===== config.mk =====
export PLATFORM = sky130hd
export DESIGN_NAME = imm_encoder
export DESIGN_NICKNAME = d
export VERILOG_FILES = /design/src/rtl/imm_encoder.sv
export SDC_FILE = /design/constraint.sdc
export NUM_CORES = 1
export LEC_CHECK = 0
export CAP_MARGIN = 20
export CORE_ASPECT_RATIO = 0.75
export CORE_MARGIN = 2
export CORE_UTILIZATION = 47
export CTS_CLUSTER_DIAMETER = 150
export CTS_CLUSTER_SIZE = 16
export DETAILED_ROUTE_END_ITERATION = 7
export GPL_TIMING_DRIVEN = 0
export PLACE_DENSITY = 0.88
export RECOVER_POWER = 100
export SYNTH_ARGS = -nofsm -noshare
export SYNTH_HDL_FRONTEND = slang
export SYNTH_SLANG_ARGS = --single-unit

===== constraint.sdc =====
create_clock -name clk -period 2.2 [get_ports clk]
set_input_delay 0.44 -clock clk [delete_from_list [all_inputs] [get_ports clk]]
set_output_delay 0.44 -clock clk [all_outputs]
set_load 0.03 [all_outputs]

===== src/rtl/imm_encoder.sv =====
// imm_encoder: packs RV32I instruction fields and an immediate into a 32-bit
// instruction word (formats R/I/S/B/U/J) and flags immediates that cannot be
// represented. Two-stage valid/ready pipeline: S1 holds the encoded word and
// error flag, S2 is the output register. A saturating counter tracks how many
// errored entries have been delivered downstream.
module imm_encoder #(
  parameter bit CHECK_EN = 1'b1,
  parameter int CNT_W    = 16
) (
  input  logic             clk,
  input  logic             rst_n,
  input  logic             in_valid,
  output logic             in_ready,
  input  logic [2:0]       in_fmt,
  input  logic [6:0]       in_opcode,
  input  logic [4:0]       in_rd,
  input  logic [2:0]       in_funct3,
  input  logic [4:0]       in_rs1,
  input  logic [4:0]       in_rs2,
  input  logic [6:0]       in_funct7,
  input  logic [31:0]      in_imm,
  output logic             out_valid,
  input  logic             out_ready,
  output logic [31:0]      out_instr,
  output logic             out_err,
  output logic [CNT_W-1:0] err_cnt
);

  typedef enum logic [2:0] {
    FMT_R = 3'd0,
    FMT_I = 3'd1,
    FMT_S = 3'd2,
    FMT_B = 3'd3,
    FMT_U = 3'd4,
    FMT_J = 3'd5
  } fmt_e;

  logic        s1_valid;
  logic [31:0] s1_instr;
  logic        s1_err;

  logic [31:0] enc_instr;
  logic        enc_range_err;
  logic        enc_illegal;
  logic        enc_err;

  logic        s2_free;
  logic        s1_free;
  logic        s1_to_s2;
  logic        accept;

  // A stage can take a new entry when it is empty or its occupant leaves this cycle.
  assign s2_free  = !out_valid || out_ready;
  assign s1_free  = !s1_valid || s2_free;
  assign s1_to_s2 = s1_valid && s2_free;
  assign in_ready = !s1_valid || !out_valid || out_ready;
  assign accept   = in_valid && in_ready;

  // Field packing and range check; sign-extension checks require the bits above
  // the encodable range to be all copies of the top encodable bit.
  always_comb begin
    enc_instr     = 32'd0;
    enc_range_err = 1'b0;
    enc_illegal   = 1'b0;
    case (fmt_e'(in_fmt))
      FMT_R: begin
        enc_instr = {in_funct7, in_rs2, in_rs1, in_funct3, in_rd, in_opcode};
      end
      FMT_I: begin
        enc_instr     = {in_imm[11:0], in_rs1, in_funct3, in_rd, in_opcode};
        enc_range_err = !((&in_imm[31:11]) || !(|in_imm[31:11]));
      end
      FMT_S: begin
        enc_instr     = {in_imm[11:5], in_rs2, in_rs1, in_funct3, in_imm[4:0], in_opcode};
        enc_range_err = !((&in_imm[31:11]) || !(|in_imm[31:11]));
      end
      FMT_B: begin
        enc_instr     = {in_imm[12], in_imm[10:5], in_rs2, in_rs1, in_funct3,
                         in_imm[4:1], in_imm[11], in_opcode};
        enc_range_err = !((&in_imm[31:12]) || !(|in_imm[31:12])) || in_imm[0];
      end
      FMT_U: begin
        enc_instr     = {in_imm[31:12], in_rd, in_opcode};
        enc_range_err = |in_imm[11:0];
      end
      FMT_J: begin
        enc_instr     = {in_imm[20], in_imm[10:1], in_imm[11], in_imm[19:12],
                         in_rd, in_opcode};
        enc_range_err = !((&in_imm[31:20]) || !(|in_imm[31:20])) || in_imm[0];
      end
      default: begin
        enc_instr   = 32'd0;
        enc_illegal = 1'b1;
      end
    endcase
    // Illegal formats are always flagged; range errors only when checking is enabled.
    enc_err = enc_illegal || (CHECK_EN && enc_range_err);
  end

  // Stage 1: capture the encoded word on accept, drain into stage 2 when it frees up.
  always_ff @(posedge clk or negedge rst_n) begin
    if (!rst_n) begin
      s1_valid <= 1'b0;
      s1_instr <= 32'd0;
      s1_err   <= 1'b0;
    end else if (s1_free) begin
      s1_valid <= accept;
      if (accept) begin
        s1_instr <= enc_instr;
        s1_err   <= enc_err;
      end
    end
  end

  // Stage 2 (output register): held stable while the consumer stalls.
  always_ff @(posedge clk or negedge rst_n) begin
    if (!rst_n) begin
      out_valid <= 1'b0;
      out_instr <= 32'd0;
      out_err   <= 1'b0;
    end else if (s2_free) begin
      out_valid <= s1_to_s2;
      if (s1_to_s2) begin
        out_instr <= s1_instr;
        out_err   <= s1_err;
      end
    end
  end

  // Saturating count of errored entries consumed downstream.
  always_ff @(posedge clk or negedge rst_n) begin
    if (!rst_n) begin
      err_cnt <= '0;
    end else if (out_valid && out_ready && out_err && (err_cnt != {CNT_W{1'b1}})) begin
      err_cnt <= err_cnt + CNT_W'(1);
    end
  end

endmodule


==> impl_metrics.py, run 1 <==
metrics = {
    "setup_path": {
        "r2r_slack_ps": 250,
        "cp_data_arrival_time_ps": 1690,
        "critPathRequiredTime_ps": 1760,
        "path_cells": "dlygate4sd3_1, nand3b_1, dlygate4sd2_1",
        "crit_type": "in2out",
        "critPathLaunchType": "input pin",
        "rr_startpoint": "err_cnt[4]",
        "max_stage_delay_ps": 590,
        "cp-end-kind": "output port",
        "crit_path_start": "out_ready",
        "cp_slowest_cell": "dlygate4sd3_1",
        "crit_path_max_fanout": 4,
    },
    "finish": {
        "insertedDiodeCount": 0,
        "drive_gt1_share_pct": 11.8,
        "finish.utilization_pct": 68.0,
        "fin_cells": 605,
        "area_delta_synth_final_pct": 37.6,
        "finalNetCount": 567,
    },
    "power": {
        "p_switching_mw": 1.56,
        "power_frac_comb_pct": 31.9,
        "seq_power_share_pct": 44.3,
        "p_clk_share_pct": 23.8,
        "intPower_mw": 2.99,
        "power.share.switching_pct": 34.2,
        "p_leak_nw": 2.38,
        "power_mw": 4.55,
        "worst_ir_drop_vdd_mv": 0.442,
        "power.density_nw_per_um2": 834,
    },
    "logic_synthesis": {
        "synth_top_area_cell": "dfrtp_1",
        "syn_inst": 364,
        "synth_edf_count": 0,
        "ys_ff_latch": 84,
        "yosysMostFrequentCell": "dfrtp_1",
        "synthArstFlopShare_pct": 100,
        "ys_top_cells_by_area": "dfrtp_1, mux2_2, a21oi_1",
        "syn_area_um2": 3970,
        "yosys.cell_types.count": 38,
        "yosysSeqAreaShare_pct": 53.0,
        "ys.flop_type": "dfrtp_1",
        "syn-num-nets": 436,
        "yosys-top-cells-count": "dfrtp_1, nand2_1, mux2_2, a21oi_1, o21ai_0",
        "yosys_warnings": 0,
        "synth_top_area_share_pct": 53.0,
        "avgSynthCellArea_um2": 10.9,
    },
    "outcome": {
        "outcome": "complete, no violations",
    },
    "grt": {
        "grt_first_pass_wirelength_um": 17500,
        "grt_use_total_pct": 24.5,
        "grt_pass1_vias": 3466,
        "overflow": 0,
        "grt_max_degree": 49,
        "antenna_found_initial": 0,
    },
    "timing": {
        "hold_viol_final": 0,
        "setup_slack_ps": 67.1,
        "finalMaxSlewViolations": 0,
        "tightestPinTransition_ps": 1060,
        "setup_viol": 0,
        "relSlewSlack_pct": 29.3,
        "min_period_ps": 2130,
        "fin_worst_skew_ps": 5.31,
        "finalCritPeriodShare_pct": 97.0,
        "fmax_ghz": 0.469,
        "rsz0062_at_grt": "no",
    },
    "routing": {
        "drt_iter0_drc": 239,
        "drt-vias-per-instance": 5.64,
        "postRouteAntennaNets": 0,
        "wl_um": 10700,
        "drcViolationCount": 0,
        "drtPass1Iterations": 4,
        "routed-via-count": 3415,
        "wl_per_cell_um": 17.7,
    },
    "die": {
        "dieArea_um2": 9190,
        "core_um2": 8020,
        "rows": 28,
        "die_h_um": 83.5,
        "die_w_um": 110,
        "start_util_pct": 49.4,
        "io_pins": 122,
    },
    "clock_tree": {
        "clk_latency_ps": 350,
        "cts_buffers": 9,
        "path_clk_slew_ps": 80,
        "cts.sinks": 84,
        "cts_tree": "built",
        "cts_buffer_depth": 2,
        "cts_setup_buffers": 0,
        "cts-root-buf": "clkbuf_8",
        "htree_levels": 3,
    },
    "placement": {
        "gp_congestion": 0.895,
        "placedCellCount": 589,
        "hpwlAfterDp_um": 8180,
        "pre_cts_slack_ps": -143,
        "io_buffer_count": 119,
    },
    "worst_hold_path": {
        "min_path_type": "in2async",
    },
    "job": {
        "max_cap_violations": 0,
    },
}
## routing by layer
metal | part of all wire [%] | global-route usage [%] | vias to the layer above
li1 | - | - | 1580
met1 | 44 | 33.9 | 1659
met2 | 46 | 38.2 | 161
met3 | 9.1 | 6.95 | 15
met4 | 1.1 | 5.75 | 0
met5 | 0 | 0 | -
## worst paths after layout
check / to / depth (start not counted)
worst max-delay path: in_ready / 3
worst min-delay path: err_cnt[1] / 1
worst max register to register: err_cnt[14] / 5
worst min register to register: s1_instr[8] / 2
max in group asynchronous: s1_instr[11] / 2
min in group clk: s1_instr[8] / 2
## critical path, delay by kind of cell
family	cells	cell delay [ps]
and+or+nand+nor	1	260
buffers and inverters	2	990
## area by class of cell
class	count	area (um^2)
clock buffer	11	131
sequential	84	2100
fill	642	2570
multi-input combinational	259	1750
inverter	1	3.75
timing repair buffer	120	1190
buffer	20	85.1
clock inverter	5	61.3
tap	105	131
## through the flow
stage / cell area, um^2 / hold WS, ps / setup TNS (ps)
after CTS: 5500 / 54.7 / 0
after detailed placement: 5310 / 437 / -1470
after global placement: 5290 / 459 / -184560
after global routing: 5460 / 285 / 0
final: 5460 / 208 / 0
after floorplan: 3970 / 144 / 0
## state kept, by name (all words and copies together) (netlist names)
register   count
s1_valid       1
out_instr     32
out_err        1
out_valid      1
s1_err         1
err_cnt       16
s1_instr      32
## power groups by stage
stage	Clock [mW]	Sequential, mW	Combinational (mW)
floorplan	0	2.41	0.449
global placement	0	2.04	1.50
detailed placement	0	2.06	1.54
CTS	1.11	2.03	1.54
global route	1.17	2.06	1.56
finish	1.08	2.02	1.45
## cell families after synthesis
logic type | Yosys count | share of synthesized area (%)
buffers and inverters | 21 | 2.24
AND/OR/NAND/NOR | 112 | 15.0
adder cells (fa/ha/maj) | 1 | 0.316
AO/OA/AOI/OAI | 87 | 13.9
multiplexers | 44 | 12.2
flip-flops | 84 | 53.0
XOR/XNOR | 15 | 3.31
## cells in the final DEF (no fill, tap or decap), drive strengths merged, types with 2 or more instances in the layout
cell type and count:
a22o 12, a2bb2oi 6, nor2 13, nor2b 21, a22oi 5, clkinvlp 3, a31oi 3, nor4 6
nor3 4, nand2b 4, o211ai 3, nand2 35, buf 7, dlygate4sd3 51, o21ai 26, nand3 11
dfrtp 84, a21oi 28, mux2 35, clkdlybuf4s50 66, inv 2, xnor2 14, clkbuf 26, nand4 9
and3 5, mux2i 9, or4 2
## what timing repair did
action,4_1_cts,5_1_grt
hold buffers,0,0
endpoints found under the setup margin,1,0
resized for setup,1,0
(Power assumes the default switching activity.)
==> run 2, diff against run 1 <==
- CTS_CLUSTER_SIZE: 16 -> 25
==> results of run 2 <==
No change in the layout: final DEF, timing and power equal those of run 1.
